**src/rtl/key_input.sv**
```systemverilog
// key_input: push-button front end for the digital clock.
//
// Synchronises and debounces the raw MODE and INC buttons, owns the mode_flag
// (0 normal, 1 set second, 2 set minute, 3 set hour) and produces one-cycle
// increment requests with auto-repeat while INC is held.
//
// Ports:
//   clk100khz   in   system clock
//   rst_n       in   asynchronous active-low reset
//   key_mode_n  in   raw MODE button, active-low, asynchronous
//   key_inc_n   in   raw INC button, active-low, asynchronous
//   mode_flag   out  current mode, 0..3
//   mode_pulse  out  one-cycle strobe when mode_flag advances
//   inc_pulse   out  one-cycle increment request for the field being set

module key_input #(
    parameter int unsigned DEBOUNCE_CNT  = 1000,
    parameter int unsigned REPEAT_DELAY  = 50000,
    parameter int unsigned REPEAT_PERIOD = 10000
) (
    input  logic       clk100khz,
    input  logic       rst_n,
    input  logic       key_mode_n,
    input  logic       key_inc_n,
    output logic [1:0] mode_flag,
    output logic       mode_pulse,
    output logic       inc_pulse
);

    localparam int unsigned DbW    = (DEBOUNCE_CNT > 1) ? $clog2(DEBOUNCE_CNT) : 1;
    localparam int unsigned RepMax = (REPEAT_DELAY > REPEAT_PERIOD) ? REPEAT_DELAY
                                                                    : REPEAT_PERIOD;
    localparam int unsigned RepW   = (RepMax > 1) ? $clog2(RepMax) : 1;

    localparam logic [DbW-1:0]  DbLast     = DbW'(DEBOUNCE_CNT - 1);
    localparam logic [RepW-1:0] DelayLast  = RepW'(REPEAT_DELAY - 1);
    localparam logic [RepW-1:0] PeriodLast = RepW'(REPEAT_PERIOD - 1);

    // Bit 0 = MODE, bit 1 = INC.
    logic [1:0] raw_keys;
    logic [1:0] key_level;   // debounced level, 1 = released
    logic [1:0] key_press;   // debounced 1->0 transition, valid for one cycle

    assign raw_keys = {key_inc_n, key_mode_n};

    // ------------------------------------------------------------------
    // Per-key synchroniser + debouncer
    // ------------------------------------------------------------------
    for (genvar k = 0; k < 2; k++) begin : g_key
        logic           sync1_q;
        logic           sync2_q;
        logic           stable_q;
        logic           stable_d;
        logic           prev_q;
        logic [DbW-1:0] cnt_q;
        logic [DbW-1:0] cnt_d;

        // The counter only runs while the synced level disagrees with the
        // stable level; any agreement restarts the qualification window.
        always_comb begin
            stable_d = stable_q;
            cnt_d    = '0;
            if (sync2_q != stable_q) begin
                if (cnt_q == DbLast) begin
                    stable_d = sync2_q;
                end else begin
                    cnt_d = cnt_q + DbW'(1);
                end
            end
        end

        always_ff @(posedge clk100khz or negedge rst_n) begin
            if (!rst_n) begin
                sync1_q  <= 1'b1;
                sync2_q  <= 1'b1;
                stable_q <= 1'b1;
                prev_q   <= 1'b1;
                cnt_q    <= '0;
            end else begin
                sync1_q  <= raw_keys[k];
                sync2_q  <= sync1_q;
                stable_q <= stable_d;
                prev_q   <= stable_q;
                cnt_q    <= cnt_d;
            end
        end

        assign key_level[k] = stable_q;
        assign key_press[k] = prev_q & ~stable_q;
    end

    // ------------------------------------------------------------------
    // Mode register and INC auto-repeat FSM
    // ------------------------------------------------------------------
    typedef enum logic [1:0] {
        StIdle,
        StDelay,
        StRepeat,
        StLock
    } state_e;

    state_e          state_q, state_d;
    logic [RepW-1:0] rep_cnt_q, rep_cnt_d;
    logic [1:0]      mode_flag_q, mode_flag_d;
    logic            mode_pulse_q, mode_pulse_d;
    logic            inc_pulse_q, inc_pulse_d;

    logic mode_ev;
    logic inc_ev;
    logic inc_released;

    assign mode_ev      = key_press[0];
    assign inc_ev       = key_press[1];
    assign inc_released = key_level[1];

    always_comb begin
        state_d      = state_q;
        rep_cnt_d    = rep_cnt_q;
        mode_flag_d  = mode_flag_q;
        mode_pulse_d = 1'b0;
        inc_pulse_d  = 1'b0;

        if (mode_ev) begin
            mode_flag_d  = mode_flag_q + 2'd1;
            mode_pulse_d = 1'b1;
        end

        unique case (state_q)
            StIdle: begin
                if (inc_ev) begin
                    // MODE wins a simultaneous press; normal mode never increments.
                    if (mode_ev || (mode_flag_q == 2'd0)) begin
                        state_d = StLock;
                    end else begin
                        state_d     = StDelay;
                        inc_pulse_d = 1'b1;
                        rep_cnt_d   = '0;
                    end
                end
            end
            StDelay: begin
                if (inc_released) begin
                    state_d   = StIdle;
                    rep_cnt_d = '0;
                end else if (mode_ev) begin
                    state_d   = StLock;
                    rep_cnt_d = '0;
                end else if (rep_cnt_q == DelayLast) begin
                    state_d     = StRepeat;
                    inc_pulse_d = 1'b1;
                    rep_cnt_d   = '0;
                end else begin
                    rep_cnt_d = rep_cnt_q + RepW'(1);
                end
            end
            StRepeat: begin
                if (inc_released) begin
                    state_d   = StIdle;
                    rep_cnt_d = '0;
                end else if (mode_ev) begin
                    state_d   = StLock;
                    rep_cnt_d = '0;
                end else if (rep_cnt_q == PeriodLast) begin
                    inc_pulse_d = 1'b1;
                    rep_cnt_d   = '0;
                end else begin
                    rep_cnt_d = rep_cnt_q + RepW'(1);
                end
            end
            StLock: begin
                // Wait for release so the next increment needs a fresh press.
                if (inc_released) begin
                    state_d = StIdle;
                end
            end
            default: begin
                state_d   = StIdle;
                rep_cnt_d = '0;
            end
        endcase
    end

    always_ff @(posedge clk100khz or negedge rst_n) begin
        if (!rst_n) begin
            state_q      <= StIdle;
            rep_cnt_q    <= '0;
            mode_flag_q  <= 2'd0;
            mode_pulse_q <= 1'b0;
            inc_pulse_q  <= 1'b0;
        end else begin
            state_q      <= state_d;
            rep_cnt_q    <= rep_cnt_d;
            mode_flag_q  <= mode_flag_d;
            mode_pulse_q <= mode_pulse_d;
            inc_pulse_q  <= inc_pulse_d;
        end
    end

    assign mode_flag  = mode_flag_q;
    assign mode_pulse = mode_pulse_q;
    assign inc_pulse  = inc_pulse_q;

endmodule
```
**config.mk**
```make
export PLATFORM = sky130hd
export DESIGN_NAME = key_input
export DESIGN_NICKNAME = d
export VERILOG_FILES = /design/src/rtl/key_input.sv
export SDC_FILE = /design/constraint.sdc
export NUM_CORES = 1
export LEC_CHECK = 0
export ABC_AREA = 1
export BUFFER_PORTS_ARGS = -buffer_cell sky130_fd_sc_hd__buf_2
export CAP_MARGIN = 5
export CORE_MARGIN = 2
export CORE_UTILIZATION = 30
export DETAILED_ROUTE_END_ITERATION = 12
export PLACE_DENSITY_LB_ADDON = 0.2
export SLEW_MARGIN = 5
export SYNTH_ARGS = -nofsm -noshare
export SYNTH_HDL_FRONTEND = slang
export SYNTH_SLANG_ARGS = --single-unit
```
**constraint.sdc**
```tcl
create_clock -name clk100khz -period 2.55 [get_ports clk100khz]
set_clock_uncertainty 0.1 [all_clocks]
set_input_delay 0.3825 -clock clk100khz [delete_from_list [all_inputs] [get_ports clk100khz]]
set_output_delay 0.3825 -clock clk100khz [all_outputs]
set_load 0.01 [all_outputs]
```
* After elaboration in Yosys (flattened, before gate mapping)
Cells that the tools add are included.
Storage, ports and cells: register bits 50, bits in latches 0, RAM bits 0, bits in read-only memories 0, output and inout port bits 4, memories 0
Operators by class: add/subtract/negate cells 4, multipliers 0, div/mod/pow operators 0, order comparisons 0, eq/ne operators 14, shift-type cells 0, multiplexer cells 32, bitwise operators 4, reduce and logical (&&, ||, !) cells 8
Operators with widths (number):
- 16-bit 2-to-1 mux | 8
- 16-bit one-hot mux with 3 select lines | 1
- 10-bit 2-to-1 mux | 4
- 10-bit by 1-bit adder with 10-bit output, second input constant | 2
- 10-bit == test, second input constant | 2
- 16-bit by 1-bit adder with 16-bit output, second input constant | 1
- 16-bit by 14-bit == test with 1-bit output, second input constant | 1
- 16-bit == test, second input constant | 1
- 2-bit 2-to-1 mux | 8
- 1-bit 2-to-1 mux | 9
- 2-bit one-hot mux with 4 select lines | 1
- 2-bit inequality test, second input constant | 3
- 2-bit == test, second input constant | 2
- 2-bit logical NOT | 2
- 4-bit inequality test, second input constant | 1
- 2-bit AND reduction | 2
- 4-bit AND reduction | 1
- 3-bit inequality test, second input constant | 1
- 1-bit one-hot mux with 3 select lines | 1
- 3-bit AND reduction | 1
- 3-bit nonzero test | 1
- 2-bit by 1-bit adder with 2-bit output, second input constant | 1
- 1-bit bitwise AND | 2
- 2-bit by 1-bit == test with 1-bit output, second input constant | 1
- other kinds (3) | 5

* Depth between registers and ports, before layout
word-level depth 6, depth in mapped cells 11

* Worst setup path after synthesis
OpenSTA, ideal clock, no wires.
path kind reg2reg, start register state_q[0], end register rep_cnt_q[6], setup time 0.122 ns, arrival 1.504 ns, required time 2.328 ns, setup slack 0.823 ns, cell stages (with the launch flop) 9, path buffers 1, path through dfrtp_1 inv_1 ha_1 nand2_1 o21ai_4 inv_2 a21oi_4 buf_6 nor2_2
Between the ends: longest elaborated chain between the ends 3, elaborated cells between the ends (all ways) 8
RTL lines:
- start: declaration | line 102 | state_e state_q, state_d;
- start signal: assignment | line 185 | state_q <= StIdle;
- start signal: assignment | line 191 | state_q <= state_d;
- 2-bit == test, or another cell as far along | line 128 | unique case (state_q)
- 3-bit nonzero test (no source line) / 2-bit inequality test (equally long branches)
- 3-bit AND reduction (no source line)
- end signal: assignment | line 192 | rep_cnt_q <= rep_cnt_d;
- end: declaration | line 103 | logic [RepW-1:0] rep_cnt_q, rep_cnt_d;
Several ways; a longest one is shown, not always the timed one. A chain may end at the register's enable or synchronous reset.

* Worst setup path in the final report
start register state_q[0], end register rep_cnt_q[15]
Same word-level chain as after synthesis.

==> summary.md <==
| Metric | Value |
|---|---|
| Core area | `0.00876 mm²` |
| Post-CTS setup buffers | `0` |
| Largest net degree at the start of global routing | `44` |
| Post-DP Area | `0.00286 mm²` |
| Share of cells above drive strength 1 | `16.0%` |
| Leak | `1.40 nW` |
| DPL Wire Length | `roughly 3600 µm` |
| Status | `finished clean` |
| Top cells by area, synth | `dfrtp_1 (39%), nand2_1 (10%), dfstp_2 (7.7%)` |
| FFs w/ async S/R, synth | `100%` |
| Clock slew at reported path FFs | `roughly 0.09 ns` |
| DR iter-0 viols | `53` |
| CTS tree | `built` |
| Most repeated cell in the gate-level netlist after synthesis | `nand2_1` |
| Crit path kind | `reg2reg` |
| Clk sinks | `50` |
| Crit-path max FO | `12` |
| Max-cap violations | `0` |
| Slew headroom | `64.3%` |
| Slew @ Worst Pin | `0.536 ns` |
| Htree depth | `2` |
| Post-synth top cells | `nand2_1 (75), nor2_1 (44), inv_1 (43), dfrtp_1 (42), nand3_1 (18)` |
| Worst IR Drop VDD | `0.192 mV` |
| Slew Limit Fails | `0` |
| Wirelength per Cell | `between 10 and 15 µm` |
| Post-synth cell types | `28` |
| ANT nets after route | `0` |
| EDFF count, synth | `0` |
| Pwr dens | `442 mW/mm²` |
| Top Family by Delay on Critical Path | `compound AO/OA/AOI/OAI gates` |
| Starting density of the core | `31.0%` |
| Endpoints failing hold | `0` |
| CTS Buf Count | `5` |
| Setup violators final | `0` |
| DRC | `0` |
| PostCTS Resize Cnt | `0` |
| Final design instance area without fill | `0.00296 mm²` |
| GP Congestion | `roughly 0.80` |
| Critical path's largest stage delay | `0.44 ns` |
| Buffers & Inverters on Critical Path | `2` |
| Syn. warnings | `0` |
| Worst setup SP type | `flip-flop` |
| Slowest cell on crit path | `dfrtp_1` |
| First-pass GRT wire length | `9330 µm` |
| Die area | `between 0.009 and 0.01 mm²` |
| Ys flop type | `dfrtp_1` |
| Nets@finish | `between 300 and 400` |
| Sequential area share after synthesis | `a little under half` |
| Port Buf Inserts | `7` |
| Syn Inst Count | `between 300 and 400` |
| Synthesized cell area | `about 0.0027 mm²` |
| Clock latency on the worst-skew pair | `0.30 ns` |
| RSZ-0062 raised after global routing | `false` |
| Ports | `8` |
| Hold Buf Count CTS | `1` |
| Overall global routing resource usage | `between 10% and 20%` |
| Via count | `1997` |
| Vias per cell | `4.37` |
| Synthesized flop and latch total | `50` |
| Tmin final | `roughly 2.1 ns` |
| Worst hold path class | `in2reg` |
| Root Driver | `clkbuf_8` |
| Critical path arrival | `2.20 ns` |
| Syn_nets | `349` |
| Die width | `99.2 µm` |
| Worst-path cell chain | `inv_1 -> ha_1 -> nand2_1 -> o21ai_4 -> inv_2 -> a21oi_4 -> nor2_1` |
| Initial antenna violation count | `0` |
| Site Rows | `34` |
| Top cell type's share of synthesized area | `about 39%` |
| Synth Area per Inst | `a little over 8 µm²` |
| Setup TNS | `0 ns` |
| Peak Freq | `0.471 GHz` |
| Max clock buf depth | `2` |
| Critical Path End Type | `flip-flop` |
| Period utilization | `between 80% and 90%` |
| DRT Wirelength | `roughly 5000 µm` |
| Worst Path Required | `2.63 ns` |
| # diodes | `0` |
| Syn-to-layout area delta | `8.93%` |
| Remaining global-route overflow | `0` |
| Vias in the first global route | `2084` |
| Yosys top cell by area | `dfrtp_1` |
| Die extent in y | `99.2 µm` |
| DRT Pass-1 Iters | `4` |
==> cell type report <==
cell class | instances | area (µm²)
Clock buffer | 6 | 72.6
Sequential cell | 50 | 1260
Tap cell | 108 | 135
Multi-Input combinational cell | 233 | 1240
Timing Repair Buffer | 10 | 60.1
Inverter | 48 | 180
Clock inverter | 2 | 13.8
Fill cell | 920 | 5800
==> cell families after synthesis <==
group,after synthesis,synth area share (%)
and+or+nand+nor,185,30.8
buffers and inverters,52,8.06
DFF,50,46.4
AOI/OAI and AO/OA,25,5.89
xor gates and xnor gates,13,4.19
adders and majority gates,10,4.60
==> stage by stage <==
step	cells	utilization, %	power [mW]	worst slack [ns]	hold WS (ns)
after global routing	457	33.8	1.39	0.237	0.0386
after global placement	448	32.7	0.868	0.502	0.141
after detailed placement	448	32.7	0.869	0.429	0.148
after floorplan	335	-	0.844	0.823	-0.0131
final	457	33.8	1.31	0.428	0.0686
after CTS	457	33.8	1.35	0.400	0.0525
==> layer usage <==
layer	wire length [µm]	vias up	global-route usage [%]	part of all wire, %
li1	-	1069	-	-
met1	2570	899	15.6	52
met2	2160	22	18.0	44
met3	142	7	2.81	2.9
met4	94	0	5.06	1.9
met5	0	-	0	0
==> registers in the layout, indices dropped and copies added (netlist names) <==
| name | flops |
|---|---|
| g_key.stable_q | 2 |
| rep_cnt_q | 16 |
| g_key.cnt_q | 20 |
| mode_pulse | 1 |
| state_q | 2 |
| g_key.sync1_q | 2 |
| g_key.prev_q | 2 |
| inc_pulse | 1 |
| mode_flag | 2 |
| g_key.sync2_q | 2 |
==> worst paths after layout <==
path,from,endpoint,slack (ns),cells past startpoint
worst max-delay path,state_q[0]$_DFFE_PN0P_,rep_cnt_q[15]$_DFFE_PN0P_,0.43,7
worst min-delay path,key_inc_n,g_key[1].sync1_q$_DFF_PN1_,0.07,1
worst max register to register,state_q[0]$_DFFE_PN0P_,rep_cnt_q[15]$_DFFE_PN0P_,0.43,7
worst min register to register,g_key[1].sync1_q$_DFF_PN1_,g_key[1].sync2_q$_DFF_PN1_,0.26,0
max in group asynchronous,rst_n,g_key[1].stable_q$_DFFE_PN1P_,1.22,3
min in group asynchronous,rst_n,mode_flag[1]$_DFFE_PN0P_,0.35,2
==> power breakdown <==
| part | leakage, nW | switching [mW] | internal, mW |
|---|---|---|---|
| Clock | 0.0452 | 0.263 | 0.194 |
| Combinational | 0.689 | 0.0283 | 0.0113 |
| Sequential | 0.665 | 0.00679 | 0.806 |
| Total | 1.40 | 0.298 | 1.01 |
==> layout by cell type (no fill, tap or decap), types with 2 or more instances in the layout <==
cell and instances:
nand2_1 75, nor2_1 44, inv_1 43, dfrtp_1 42, nand3_1 18, nor2_2 15
nor3_1 12, xor2_1 11, ha_1 10, nand4_1 9, o21ai_0 8, a21oi_1 8
dfstp_2 8, nand2_2 7, buf_2 7, inv_2 5, clkbuf_8 5, o21bai_1 4
xnor2_1 2, o21ai_1 2, buf_4 2
(Power assumes the default switching activity.)
